`config.mk`:
```
export PLATFORM = sky130hd
export DESIGN_NAME = pipelined_alu_flat
export DESIGN_NICKNAME = d
export VERILOG_FILES = /design/src/rtl/pipelined_alu_if.sv /design/src/rtl/pipelined_alu.sv /design/src/flat_wrapper.sv
export SDC_FILE = /design/constraint.sdc
export NUM_CORES = 1
export LEC_CHECK = 0
export ABC_AREA = 1
export CAP_MARGIN = 25
export CELL_PAD_IN_SITES_DETAIL_PLACEMENT = 0
export CELL_PAD_IN_SITES_GLOBAL_PLACEMENT = 1
export CORE_UTILIZATION = 41
export DETAILED_ROUTE_END_ITERATION = 8
export PLACE_DENSITY = 0.8
export SYNTH_ARGS = -nofsm -noshare
export SYNTH_HDL_FRONTEND = slang
export SYNTH_SLANG_ARGS = --single-unit
```
`constraint.sdc`:
```
create_clock -name clk -period 2.7 [get_ports clk]
set_input_delay 0.54 -clock clk [delete_from_list [all_inputs] [get_ports clk]]
set_output_delay 0.54 -clock clk [all_outputs]
set_load 0.005 [all_outputs]
```
`src/rtl/pipelined_alu_if.sv`:
```
// ============================================================================
// Module   : pipelined_alu_if
// Brief    : Issue/writeback handshake bundle for the pipelined ALU.
// Revision : 1.0 - initial release
// ============================================================================
`default_nettype none

interface pipelined_alu_if #(
    parameter int WIDTH = 8
);
    logic             in_valid;
    logic             in_ready;
    logic [WIDTH-1:0] a;
    logic [WIDTH-1:0] b;
    logic [3:0]       op;
    logic             out_valid;
    logic             out_ready;
    logic [WIDTH-1:0] result;
    logic             zero_flag;
    logic             neg_flag;
    logic             carry_flag;
    logic             ovf_flag;
    logic             err_flag;

    // Issue stage + writeback consumer side
    modport master (
        output in_valid,
        output a,
        output b,
        output op,
        output out_ready,
        input  in_ready,
        input  out_valid,
        input  result,
        input  zero_flag,
        input  neg_flag,
        input  carry_flag,
        input  ovf_flag,
        input  err_flag
    );

    // ALU side
    modport slave (
        input  in_valid,
        input  a,
        input  b,
        input  op,
        input  out_ready,
        output in_ready,
        output out_valid,
        output result,
        output zero_flag,
        output neg_flag,
        output carry_flag,
        output ovf_flag,
        output err_flag
    );
endinterface

`default_nettype wire

```
`src/rtl/pipelined_alu.sv`:
```
// ============================================================================
// Module   : pipelined_alu
// Brief    : WIDTH-bit registered ALU with valid/ready handshakes, status
//            flags and an iterative shift-add multiplier.
// Revision : 1.0 - initial release
// ============================================================================
`default_nettype none

module pipelined_alu #(
    parameter int WIDTH = 8
) (
    input  wire logic          clk,
    input  wire logic          rst_n,
    pipelined_alu_if.slave     bus
);
    localparam int SHW = $clog2(WIDTH);

    localparam logic [3:0] c_OP_ADD  = 4'h0;
    localparam logic [3:0] c_OP_SUB  = 4'h1;
    localparam logic [3:0] c_OP_AND  = 4'h2;
    localparam logic [3:0] c_OP_OR   = 4'h3;
    localparam logic [3:0] c_OP_XOR  = 4'h4;
    localparam logic [3:0] c_OP_NOT  = 4'h5;
    localparam logic [3:0] c_OP_SLL  = 4'h6;
    localparam logic [3:0] c_OP_SRL  = 4'h7;
    localparam logic [3:0] c_OP_SRA  = 4'h8;
    localparam logic [3:0] c_OP_ROL  = 4'h9;
    localparam logic [3:0] c_OP_ROR  = 4'hA;
    localparam logic [3:0] c_OP_SLT  = 4'hB;
    localparam logic [3:0] c_OP_SLTU = 4'hC;
    localparam logic [3:0] c_OP_MUL  = 4'hD;

    localparam logic [SHW-1:0] c_CNT_LAST = SHW'(WIDTH - 1);

    typedef enum logic [0:0] {
        S_IDLE = 1'b0,
        S_BUSY = 1'b1
    } state_t;

    state_t             r_state;
    logic               r_out_valid;
    logic [WIDTH-1:0]   r_result;
    logic               r_zero;
    logic               r_neg;
    logic               r_carry;
    logic               r_ovf;
    logic               r_err;
    logic [WIDTH-1:0]   r_a_sh;
    logic [WIDTH-1:0]   r_b_sh;
    logic [WIDTH-1:0]   r_acc;
    logic [SHW-1:0]     r_cnt;

    logic               w_in_ready;
    logic               w_accept;
    logic               w_pop;
    logic               w_is_mul;
    logic [SHW-1:0]     w_sh;
    logic [WIDTH:0]     w_sum;
    logic [WIDTH:0]     w_diff;
    logic [2*WIDTH-1:0] w_rol2;
    logic [2*WIDTH-1:0] w_ror2;
    logic [WIDTH-1:0]   w_res;
    logic               w_carry;
    logic               w_ovf;
    logic               w_err;
    logic [WIDTH-1:0]   w_acc_next;

    // Handshake; in_ready is forced low while reset is asserted
    assign w_in_ready = rst_n && (r_state == S_IDLE) && (!r_out_valid || bus.out_ready);
    assign w_accept   = bus.in_valid && w_in_ready;
    assign w_pop      = r_out_valid && bus.out_ready;
    assign w_is_mul   = (bus.op == c_OP_MUL);

    assign w_sh   = bus.b[SHW-1:0];
    assign w_sum  = {1'b0, bus.a} + {1'b0, bus.b};
    assign w_diff = {1'b0, bus.a} - {1'b0, bus.b};
    // Rotates via a doubled operand keep every shift within range
    assign w_rol2 = {bus.a, bus.a} << w_sh;
    assign w_ror2 = {bus.a, bus.a} >> w_sh;

    always_comb begin
        w_res   = '0;
        w_carry = 1'b0;
        w_ovf   = 1'b0;
        w_err   = 1'b0;
        case (bus.op)
            c_OP_ADD: begin
                w_res   = w_sum[WIDTH-1:0];
                w_carry = w_sum[WIDTH];
                w_ovf   = (bus.a[WIDTH-1] == bus.b[WIDTH-1]) &&
                          (w_sum[WIDTH-1] != bus.a[WIDTH-1]);
            end
            c_OP_SUB: begin
                w_res   = w_diff[WIDTH-1:0];
                w_carry = w_diff[WIDTH];
                w_ovf   = (bus.a[WIDTH-1] != bus.b[WIDTH-1]) &&
                          (w_diff[WIDTH-1] != bus.a[WIDTH-1]);
            end
            c_OP_AND:  w_res = bus.a & bus.b;
            c_OP_OR:   w_res = bus.a | bus.b;
            c_OP_XOR:  w_res = bus.a ^ bus.b;
            c_OP_NOT:  w_res = ~bus.a;
            c_OP_SLL:  w_res = bus.a << w_sh;
            c_OP_SRL:  w_res = bus.a >> w_sh;
            c_OP_SRA:  w_res = WIDTH'($signed(bus.a) >>> w_sh);
            c_OP_ROL:  w_res = w_rol2[2*WIDTH-1:WIDTH];
            c_OP_ROR:  w_res = w_ror2[WIDTH-1:0];
            c_OP_SLT:  w_res = {{(WIDTH-1){1'b0}}, ($signed(bus.a) < $signed(bus.b))};
            c_OP_SLTU: w_res = {{(WIDTH-1){1'b0}}, (bus.a < bus.b)};
            c_OP_MUL:  w_res = '0;
            default:   w_err = 1'b1;
        endcase
    end

    assign w_acc_next = r_b_sh[0] ? (r_acc + r_a_sh) : r_acc;

    always_ff @(posedge clk or negedge rst_n) begin
        if (!rst_n) begin
            r_state     <= S_IDLE;
            r_out_valid <= 1'b0;
            r_result    <= '0;
            r_zero      <= 1'b0;
            r_neg       <= 1'b0;
            r_carry     <= 1'b0;
            r_ovf       <= 1'b0;
            r_err       <= 1'b0;
            r_a_sh      <= '0;
            r_b_sh      <= '0;
            r_acc       <= '0;
            r_cnt       <= '0;
        end else begin
            case (r_state)
                S_IDLE: begin
                    if (w_accept && w_is_mul) begin
                        // Output register is free or popping on this edge
                        r_a_sh      <= bus.a;
                        r_b_sh      <= bus.b;
                        r_acc       <= '0;
                        r_cnt       <= '0;
                        r_out_valid <= 1'b0;
                        r_state     <= S_BUSY;
                    end else if (w_accept) begin
                        r_result    <= w_res;
                        r_zero      <= (w_res == '0);
                        r_neg       <= w_res[WIDTH-1];
                        r_carry     <= w_carry;
                        r_ovf       <= w_ovf;
                        r_err       <= w_err;
                        r_out_valid <= 1'b1;
                    end else if (w_pop) begin
                        r_out_valid <= 1'b0;
                    end
                end
                S_BUSY: begin
                    r_acc  <= w_acc_next;
                    r_a_sh <= r_a_sh << 1;
                    r_b_sh <= r_b_sh >> 1;
                    r_cnt  <= r_cnt + 1'b1;
                    if (r_cnt == c_CNT_LAST) begin
                        r_result    <= w_acc_next;
                        r_zero      <= (w_acc_next == '0);
                        r_neg       <= w_acc_next[WIDTH-1];
                        r_carry     <= 1'b0;
                        r_ovf       <= 1'b0;
                        r_err       <= 1'b0;
                        r_out_valid <= 1'b1;
                        r_state     <= S_IDLE;
                    end else if (w_pop) begin
                        r_out_valid <= 1'b0;
                    end
                end
                default: r_state <= S_IDLE;
            endcase
        end
    end

    assign bus.in_ready   = w_in_ready;
    assign bus.out_valid  = r_out_valid;
    assign bus.result     = r_result;
    assign bus.zero_flag  = r_zero;
    assign bus.neg_flag   = r_neg;
    assign bus.carry_flag = r_carry;
    assign bus.ovf_flag   = r_ovf;
    assign bus.err_flag   = r_err;

endmodule

`default_nettype wire

```
`src/flat_wrapper.sv`:
```
// flat-port wrapper written by rule: the top's interface ports become plain ports
module pipelined_alu_flat 
#(
    parameter int WIDTH = 8
)
  (clk, rst_n, bus_in_valid, bus_a, bus_b, bus_op, bus_out_ready, bus_in_ready, bus_out_valid, bus_result, bus_zero_flag, bus_neg_flag, bus_carry_flag, bus_ovf_flag, bus_err_flag);
  pipelined_alu_if #(.WIDTH(WIDTH)) bus_i ();
  input  wire logic clk;
  input  wire logic rst_n;
  input wire logic [$bits(bus_i.in_valid)-1:0] bus_in_valid;
  input wire logic [$bits(bus_i.a)-1:0] bus_a;
  input wire logic [$bits(bus_i.b)-1:0] bus_b;
  input wire logic [$bits(bus_i.op)-1:0] bus_op;
  input wire logic [$bits(bus_i.out_ready)-1:0] bus_out_ready;
  output wire logic [$bits(bus_i.in_ready)-1:0] bus_in_ready;
  output wire logic [$bits(bus_i.out_valid)-1:0] bus_out_valid;
  output wire logic [$bits(bus_i.result)-1:0] bus_result;
  output wire logic [$bits(bus_i.zero_flag)-1:0] bus_zero_flag;
  output wire logic [$bits(bus_i.neg_flag)-1:0] bus_neg_flag;
  output wire logic [$bits(bus_i.carry_flag)-1:0] bus_carry_flag;
  output wire logic [$bits(bus_i.ovf_flag)-1:0] bus_ovf_flag;
  output wire logic [$bits(bus_i.err_flag)-1:0] bus_err_flag;
  assign bus_i.in_valid = bus_in_valid;
  assign bus_i.a = bus_a;
  assign bus_i.b = bus_b;
  assign bus_i.op = bus_op;
  assign bus_i.out_ready = bus_out_ready;
  assign bus_in_ready = bus_i.in_ready;
  assign bus_out_valid = bus_i.out_valid;
  assign bus_result = bus_i.result;
  assign bus_zero_flag = bus_i.zero_flag;
  assign bus_neg_flag = bus_i.neg_flag;
  assign bus_carry_flag = bus_i.carry_flag;
  assign bus_ovf_flag = bus_i.ovf_flag;
  assign bus_err_flag = bus_i.err_flag;
  pipelined_alu #(.WIDTH(WIDTH)) u_core (.clk(clk), .rst_n(rst_n), .bus(bus_i));
endmodule
```
==> Word level (Yosys, flattened, before mapping) <==
Cells that the tools add are included.
{ "totals": {"ff_bits": 42, "in_bits": 24, "out_inout_bits": 15, "elab_cells": 107} }
{ "classes": {"muxes": 43, "n_addsub": 4, "eq_ne": 22, "n_reduce_logical": 14, "n_lt_le_gt_ge": 2, "shifts": 5, "n_bitwise": 5} }
{ "op_table": {"columns": ["op", "n"], "rows": [
  ["$pmux 8 s13", 1],
  ["$pmux 8 s2", 4],
  ["$mux 8", 7],
  ["$eq 4x4->1 const B", 6],
  ["$mux 1", 20],
  ["$pmux 1 s2", 9],
  ["$eq 4x3->1 const B", 4],
  ["$logic_not 8->1", 2],
  ["$lt 8x8->1", 2],
  ["$shl 16x3->16", 1],
  ["$shr 16x3->8", 1],
  ["$reduce_or 14->1", 1],
  ["$add 8x8->9", 1],
  ["$sub 8x8->9", 1],
  ["$add 8x8->8", 1],
  ["$and 8x8->8", 1],
  ["$eq 4x2->1 const B", 2],
  ["$not 8->8", 1],
  ["$or 8x8->8", 1],
  ["$shl 8x3->8", 1],
  ["$shr 8x3->8", 1],
  ["$sshr 8x3->8", 1],
  ["$xor 8x8->8", 1],
  ["$logic_and 1x1->1", 7],
  ["other kinds (14)", 18]
]} }

==> Depth between registers and ports, before layout <==
Gate-level depths: netlist (run 1).
{ "logic_depth": {"word_depth": 7, "ltp_mapped": 20, "ltp_nobuf": 18} }

==> Worst setup path before layout (run 1) <==
OpenSTA, ideal clock, no wires.
{ "synth_timing": {"kind": "input -> register", "startpoint": "in bus_b[2]", "endpoint": "reg u_core.r_zero, in the netlist u_core.bus.zero_flag", "t_arrival_ps": 2319, "stages": 17, "required_ps": 2635, "setup_slack_ps": 316, "path_buffers": 2, "cell_sequence": "inv_1 clkbuf_1 ha_1 buf_2 inv_1 nand3_1 nand2_1 nand3_1 nand2_1 a21oi_1 nor3_1 nand2_1 nor2_1 nand2_1 nand2_1 nand2_1 nand2_1"} }
{ "synth_via": {"elab_chain_len": 6} }
{ "synth_rtl": {"columns": ["element", "line", "text"], "rows": [
  ["start, declared", "flat_wrapper.sv:12", "input wire logic [$bits(bus_i.b)-1:0] bus_b;"],
  ["$sub 8x8->9, or another cell as far along", "pipelined_alu.sv:76", "assign w_diff = {1'b0, bus.a} - {1'b0, bus.b};"],
  ["$pmux 8 s13 (*)", "pipelined_alu.sv:86", "case (bus.op)"],
  ["$logic_not 8->1 (*)", "pipelined_alu.sv:144", "r_zero <= (w_res == '0);"],
  ["$mux 1 (*)", "pipelined_alu.sv:142", "end else if (w_accept) begin"],
  ["$mux 1 (*)", "pipelined_alu.sv:134", "if (w_accept && w_is_mul) begin"],
  ["$pmux 1 s2 (*)", "pipelined_alu.sv:132", "case (r_state)"],
  ["end signal, assigned", "pipelined_alu.sv:144", null],
  ["end signal, assigned", "pipelined_alu.sv:161", "r_zero <= (w_acc_next == '0);"],
  ["end, declared", "pipelined_alu.sv:43", "logic r_zero;"]
]} }
Mark *: on every way between the ends. The rest lies on a longest branch, timed or not. The select of a mux whose other input is x is not followed.
A chain may end at the register's enable or synchronous reset.

==> Worst setup path in the final report (run 1) <==
{ "layout_timing": {"startpoint": "in bus_a[4]", "endpoint": "reg u_core.r_zero, in the netlist u_core.bus.zero_flag"} }
{ "layout_via": {"elab_chain_len": 6} }
{ "layout_rtl": {"columns": ["element", "line", "text"], "rows": [
  ["start, declared", "flat_wrapper.sv:11", "input wire logic [$bits(bus_i.a)-1:0] bus_a;"],
  ["$sub 8x8->9, or another cell as far along", "pipelined_alu.sv:76", null],
  ["$pmux 8 s13 (*)", "pipelined_alu.sv:86", null],
  ["$logic_not 8->1 (*)", "pipelined_alu.sv:144", null],
  ["$mux 1 (*)", "pipelined_alu.sv:142", null],
  ["$mux 1 (*)", "pipelined_alu.sv:134", null],
  ["$pmux 1 s2 (*)", "pipelined_alu.sv:132", null]
]} }
Marked as above.

==> results of run 1 <==
## cell usage in the layout (no fill, tap or decap), types with 19 or more instances in the layout
cell type,instances
nand2_1,245
inv_1,73
nand3_1,97
o21ai_0,21
clkdlybuf4s50_1,32
ha_1,31
dfrtp_1,41
a21oi_1,19
buf_4,113
nor2_1,51
## layer usage
layer	routed length, µm	up-vias	share of wire
li1	-	2611	-
met1	7030	2444	0.44
met2	7530	178	0.47
met3	730	48	0.045
met4	853	0	0.053
met5	0	-	0
## where the power goes
| part | internal (mW) | leakage [nW] | switching, mW |
|---|---|---|---|
| clock | 0.178 | 0.0439 | 0.222 |
| sequential | 0.837 | 0.544 | 0.176 |
| combinational | 0.783 | 2.56 | 0.999 |
| total | 1.80 | 3.15 | 1.40 |
## synth_stat cells (3+ instances only)
cell | n | area, µm²
nand2_1 | 247 | 927
nand3_1 | 99 | 495
inv_1 | 73 | 274
nor2_1 | 60 | 225
dfrtp_1 | 41 | 1030
ha_1 | 35 | 438
o21ai_0 | 23 | 115
a21oi_1 | 22 | 110
clkbuf_1 | 14 | 52.6
o211ai_1 | 11 | 82.6
o221ai_1 | 10 | 87.6
o22ai_1 | 9 | 56.3
buf_2 | 8 | 40.0
nor3_1 | 7 | 35.0
o21ai_1 | 7 | 35.0
inv_2 | 6 | 22.5
nand4_1 | 6 | 37.5
nor2_2 | 6 | 37.5
nand2_2 | 5 | 31.3
xor2_1 | 5 | 43.8
buf_4 | 3 | 22.5
fa_1 | 3 | 60.1
## registers in the layout, summed over array words and instances (netlist names)
signal                 flops
u_core.bus.zero_flag       1
u_core.bus.err_flag        1
u_core.bus.out_valid       1
u_core.r_acc               8
u_core.bus.ovf_flag        1
u_core.bus.result          8
u_core.r_a_sh              8
u_core.r_state             1
u_core.r_b_sh              8
u_core.bus.carry_flag      1
u_core.r_cnt               3
## logic make-up (layout without fill, tap and decap cells)
| logic type | after synthesis | after routing | share of synthesized area |
|---|---|---|---|
| flip-flops | 41 | 41 | 0.233 |
| AO/OA/AOI/OAI | 91 | 91 | 0.129 |
| AND/OR/NAND/NOR | 435 | 435 | 0.415 |
| adder cells (fa/ha/maj) | 38 | 38 | 0.113 |
| XOR/XNOR | 7 | 7 | 0.0139 |
| buffers and inverters | 107 | 242 | 0.0965 |
## per-stage QoR
step                      hold WS [ns]  instances  power, mW  worst slack [ns]
after detailed placement         0.479        979       2.76            -0.313
final                            0.344        990       3.20             0.121
after CTS                        0.368        987       3.17           0.00658
after floorplan                  0.244        719       2.02             0.316
after global routing             0.376        990       3.47           -0.0159
after global placement           0.469        979       2.72            -0.346
## area by class of cell
cell class	count	area (µm²)
Clock buffer	5	68.8
Multi-Input combinational cell	571	3070
Inverter	82	310
Tap cell	136	170
Fill cell	1037	4460
Sequential cell	41	1030
Clock inverter	3	17.5
Timing Repair Buffer	152	1250
## repair_timing
action / CTS / global route
endpoints found under the setup margin: 0 / 8
gates resized for setup: 0 / 37
setup buffers: 0 / 3
## path summary, 6_finish.rpt
path,from,end,depth (start not counted)
hold reg to reg,u_core.r_cnt[0],u_core.r_cnt[0],1
hold / removal,rst_n,u_core.r_state,2
setup reg to reg,u_core.r_acc[0],u_core.bus.result[4],11
min in group clk,u_core.r_cnt[0],u_core.r_cnt[0],1
setup / recovery,bus_a[4],u_core.bus.zero_flag,15
max in group asynchronous,rst_n,u_core.r_acc[5],2
## worst reg2reg max path, stage by stage (launching register included)
cell and delay, ns:
dfrtp_1 0.39, ha_1 0.24, fa_1 0.48, nand2_1 0.12
a21oi_1 0.08, o21ai_0 0.16, nand2_1 0.06, o21ai_0 0.25
nand2_1 0.17, a21boi_0 0.17, buf_4 0.15, o21ai_1 0.10
==> results by group, run 1 <==
Run status
  – Status: finished clean

Global route
  – Routing usage on met2: 0.500
  – Largest net degree at the start of global routing: between 40 and 50
  – First-pass GRT wire length: 25500 µm
  – GRT overflow: 0
  – Met1 Track Usage GR: 0.378
  – Global route hottest layer: met2
  – GRT Total Usage: 0.297
  – Vias in the first global route: between 5000 and 6000
  – Initial antenna violation count: 0
  – Grt met3 use: 0.0229

Logic synthesis
  – Mapped Avg Cell Area: about 6.1 µm²
  – Mapped Cells: 719
  – Number of synthesized flops with an enable pin: 0
  – Synthesis Warnings: 0
  – Seq/Total Area, Yosys: 0.233
  – Synth Flop Type: dfrtp_1
  – Distinct cells, synth: 37
  – Post-Syn Nets: around 780
  – Yosys reg bits: 41
  – Fraction of registers with async set or reset after synthesis: 1.00
  – Cell Area, Synth: 4410 µm²

STA
  – Final hold violation count: 0
  – Fmax: 388 MHz
  – Setup-failing EPs final: 0
  – Pins Over Slew Limit: 0
  – Final critical-path required period: 2.58 ns
  – Clk_skew: roughly 0.0084 ns
  – Setup TNS Final: 0 ns
  – Relative slew slack: 0.659
  – Slew @ Worst Pin: slightly above 0.5 ns
  – Final Cycle Share: 0.955

Die
  – Core area: 10400 µm²
  – Starting density of the core: 0.425
  – Die X: 106 µm
  – I/O pins: 39
  – Area of the die: approximately 11000 µm²
  – Die span in y: 106 µm
  – Row cnt: 37

Drt
  – Drt drc: 0
  – Final ANT Viol Nets: 0
  – First-pass detailed-route iteration total: 5
  – Via Count: 5281
  – Final WL: 16100 µm
  – Via density: between 5 and 6
  – Routed wire per std cell: 16.3 µm
  – Iter 0 DRT Violations: 423

Clocking
  – Worst-skew pair later-pin latency: slightly above 0.3 ns
  – CTS root buf: clkbuf_8
  – H-tree levels: 2
  – Clock-pin slew on the worst setup and hold paths: around 0.08 ns
  – TritonCTS buffer count: 5
  – Clk buf depth: 2
  – Sinks on Clock Net: 41
  – CTS tree: yes
  – Hold-fix buffers at CTS: 0

Power
  – VDD IR max: 0.433 mV
  – Pwr per Cell Area: 541 nW/µm²
  – Leak: between 3 and 4 nW

Placement
  – Final GP Congestion: slightly above 0.9
  – Buffers on Ports: 38
  – DP HPWL: 13500 µm
  – Dpl cell area: 5670 µm²

Flow run
  – MaxCap Viol Count: 0

Final layout
  – Post-route cell area: 5910 µm²
  – Area growth from synthesis to layout: 34.1%
  – Final net count: 915
  – Final core utilization: 0.570
  – Share of cells above drive strength 1: 0.197
  – Ant diodes: 0

Worst hold path
  – Worst Hold Class: primary input to asynchronous set/reset pin

Worst setup path
  – Worst path buffer plus inverter count: 3
  – Cell mode on critical path: nand2_1
  – Crit-path leading delay family: buffers and inverters
  – CP arrival: around 2.8 ns
  – Max FO, Critical Path: 6
  – Startpoint types: primary input
  – Crit. End Element: flop
  – CP Data Required Time: 2.95 ns
  – R2r setup slk: 0.26 ns
  – Max incr delay on CP: between 0.5 and 0.6 ns
  – Slowest CP cell: clkdlybuf4s50_1
  – Worst setup path category: primary input to flop
  – CP Cell Sequence: clkdlybuf4s50_1, buf_4, ha_1, inv_1, o21ai_0, a21oi_1, nand2_1, a21oi_1, nor3_2, nand2_1, nor2_1, nand2_1, nand2_1, nand2_1, nand2_1
(Power assumes the default switching activity.)
==> run 2, diff against run 1 <==
--- a/config.mk
+++ b/config.mk
@@ -6,6 +6,7 @@
 export NUM_CORES = 1
 export LEC_CHECK = 0
 export ABC_AREA = 1
+export ABC_CLOCK_PERIOD_IN_PS = 2700
 export CAP_MARGIN = 25
 export CELL_PAD_IN_SITES_DETAIL_PLACEMENT = 0
 export CELL_PAD_IN_SITES_GLOBAL_PLACEMENT = 1
@@ -15,3 +16,4 @@
 export SYNTH_ARGS = -nofsm -noshare
 export SYNTH_HDL_FRONTEND = slang
 export SYNTH_SLANG_ARGS = --single-unit
+export TNS_END_PERCENT = 1
==> results of run 2 <==
Same layout as run 1: the final DEF is identical, and so are final timing and power.
==> run 3, diff against run 2 <==
--- a/config.mk
+++ b/config.mk
@@ -6,13 +6,12 @@
 export NUM_CORES = 1
 export LEC_CHECK = 0
 export ABC_AREA = 1
-export ABC_CLOCK_PERIOD_IN_PS = 2700
-export CAP_MARGIN = 25
+export ABC_CLOCK_PERIOD_IN_PS = 3400
 export CELL_PAD_IN_SITES_DETAIL_PLACEMENT = 0
 export CELL_PAD_IN_SITES_GLOBAL_PLACEMENT = 1
-export CORE_UTILIZATION = 41
+export CORE_UTILIZATION = 45
 export DETAILED_ROUTE_END_ITERATION = 8
-export PLACE_DENSITY = 0.8
+export PLACE_DENSITY = 0.87
 export SYNTH_ARGS = -nofsm -noshare
 export SYNTH_HDL_FRONTEND = slang
 export SYNTH_SLANG_ARGS = --single-unit
==> constraint.sdc (replaced) <==
create_clock -name clk -period 3.4 [get_ports clk]
set_input_delay 0.68 -clock clk [delete_from_list [all_inputs] [get_ports clk]]
set_output_delay 0.68 -clock clk [all_outputs]
set_load 0.005 [all_outputs]
==> results by group, run 3 (synthesis gave the netlist of run 1 again) <==
Power
  – Switching pwr: 1.07 mW (-24%)
  – Sw Share: 0.448 (+0.0105)
  – VDD IR max: 0.244 mV (-44%)
  – Pint: 1.31 mW (-27%)
  – Clock power frac: 0.128 (+0.003)
  – Reg power frac: 0.335 (+0.018)
  – Logic pwr share: 0.537 (-0.021)
  – Post-route total power: 2.38 mW (-26%)
  – Leak: 2.64 nW (-16%)
  – Pwr per Cell Area: 468 nW/µm² (-13%)

Worst setup path
  – Crit-path leading delay family: simple AND/OR/NAND/NOR gates
  – Max FO, Critical Path: 5 (-1)
  – Crit. End Element: flop
  – CP Cell Sequence: clkdlybuf4s50_1, inv_1, ha_1, inv_1, fa_1, nand3_1, nand2_1, nand3_1, nand2_1, a21oi_1, nor3_1, nand2_1, nor2_1, nand2_1, nand2_1, nand2_1, nand2_1
  – Slowest CP cell: clkdlybuf4s50_1
  – Worst path buffer plus inverter count: 3 (unchanged)
  – CP Data Required Time: 3.64 ns (+0.69 ns)
  – Cell mode on critical path: nand2_1
  – Worst setup path category: primary input to flop
  – CP arrival: 3.28 ns (+0.46 ns)
  – Startpoint types: primary input
  – Max incr delay on CP: 0.57 ns (+0.03 ns)

Clocking
  – TritonCTS buffer count: 5 (unchanged)
  – Buffers inserted by post-CTS timing repair: 0 (unchanged)
  – Clk buf depth: 2 (unchanged)
  – Clock-pin slew on the worst setup and hold paths: 0.08 ns (about the same)
  – CTS tree: yes
  – Worst-skew pair later-pin latency: 0.30 ns (about the same)
  – CTS root buf: clkbuf_8
  – Sinks on Clock Net: 41 (unchanged)
  – H-tree levels: 2 (unchanged)
  – Hold-fix buffers at CTS: 0 (unchanged)
  – Post-CTS sizing: 0 (unchanged)

STA
  – Setup TNS Final: 0 ns (unchanged)
  – Relative slew slack: 0.568 (-0.0907)
  – Final hold violation count: 0 (unchanged)
  – RSZ-0062 raised after global routing: false
  – Final critical-path required period: 3.04 ns
  – Final Cycle Share: 0.895
  – Pins Over Slew Limit: 0 (unchanged)
  – Clk_skew: 0.00817 ns (-0.000255 ns)
  – Hold Worst Slack: 0.487 ns (+0.143 ns)
  – Fmax: 329 MHz
  – Slew @ Worst Pin: 0.641 ns (+0.129 ns)
  – Setup-failing EPs final: 0 (unchanged)
  – Min setup slack post-route: 0.356 ns (+0.236 ns)

Global route
  – Largest net degree at the start of global routing: 42 (unchanged)
  – Initial antenna violation count: 0 (unchanged)
  – GRT overflow: 0 (unchanged)
  – GRT Total Usage: 0.312 (+0.0146)
  – First-pass GRT wire length: 24200 µm (-5.4%)
  – Vias in the first global route: 4674 (-6.7%)

Placement
  – Post-Place Setup Slack: 0.0878 ns (+0.401 ns)
  – Final GP Congestion: 0.982 (+5.2%)
  – DP HPWL: 12200 µm (-9.5%)
  – Placed Cells: 885 (-9.6%)
  – Buffers on Ports: 38 (unchanged)

Drt
  – Via density: 5.57 (+4.5%)
  – Routed wire per std cell: 17.1 µm (+5.1%)
  – Iter 0 DRT Violations: 360 (-15%)
  – Via Count: 4966 (-6.0%)
  – Final ANT Viol Nets: 0 (unchanged)
  – Final WL: 15300 µm (-5.4%)
  – Drt drc: 0 (unchanged)
  – First-pass detailed-route iteration total: 5 (unchanged)

Final layout
  – Commonest non-fill, non-tap cells in the layout: 247 x nand2_1, 99 x nand3_1, 73 x inv_1
  – Final Non-Filler Cells: 891 (-10%)
  – Ant diodes: 0 (unchanged)
  – Commonest non-fill, non-tap cell in the layout: nand2_1
  – Area growth from synthesis to layout: 15.3%
  – Final net count: 825 (-9.8%)
  – Fillers: 1018 (-1.8%)
  – Share of cells above drive strength 1: 0.0682 (-0.128)

Die
  – Starting density of the core: 0.470 (+0.0453)
  – Area of the die: 10200 µm² (-8.7%)
  – Core area: 9370 µm² (-9.6%)
  – I/O pins: 39 (unchanged)
  – Die X: 101 µm (-4.5%)
  – Die span in y: 101 µm (-4.5%)
  – Row cnt: 35 (-5.4%)

Flow run
  – MaxCap Viol Count: 0 (unchanged)

Worst hold path
  – Worst Hold Class: primary input to asynchronous set/reset pin

Run status
  – Status: finished clean
## run 3: power groups by stage
stage          Combinational, mW  Clock, mW  Sequential, mW
4_1_cts                     1.27      0.308           0.795
2_1_floorplan              0.836          0           0.765
3_5_place_dp                1.26          0           0.802
5_1_grt                     1.42      0.323           0.815
6_report                    1.28      0.305           0.796
3_3_place_gp                1.25          0           0.798
## run 3: worst paths after layout
check | from | to | cells past startpoint | slack [ns]
min | rst_n | u_core.r_cnt[0] | 2 | 0.49
min in group clk | u_core.r_cnt[0] | u_core.r_cnt[0] | 1 | 0.49
min reg2reg | u_core.r_cnt[0] | u_core.r_cnt[0] | 1 | 0.49
max in group asynchronous | rst_n | u_core.r_a_sh[1] | 2 | 2.53
max reg2reg | u_core.r_acc[0] | u_core.bus.zero_flag | 10 | 0.93
max | bus_a[0] | u_core.bus.zero_flag | 17 | 0.36
## run 3: cell type report
| class | count | area [µm²] | area share |
|---|---|---|---|
| clock buffers | 5 | 68.8 | 0.0135 |
| inverters | 82 | 310 | 0.0610 |
| flip-flops and latches | 41 | 1030 | 0.202 |
| multi-input cells | 571 | 2960 | 0.582 |
| well taps | 129 | 161 | 0.0317 |
| clock inverters | 1 | 5.00 | 0.000984 |
| repair buffers | 62 | 556 | 0.109 |
## run 3: metal layers
metal,track usage,up-vias,part of all wire
met1,0.413,2346,0.46
met4,0.116,0,0.031
met3,0.0298,25,0.046
met2,0.526,165,0.46
met5,0,-,0
li1,-,2430,-
## run 3: per-stage QoR
stage               utilization  instance area (µm²)
floorplan                     -                 4410
global placement          0.535                 5010
detailed placement        0.535                 5010
CTS                       0.542                 5080
global route              0.542                 5080
finish                    0.542                 5080
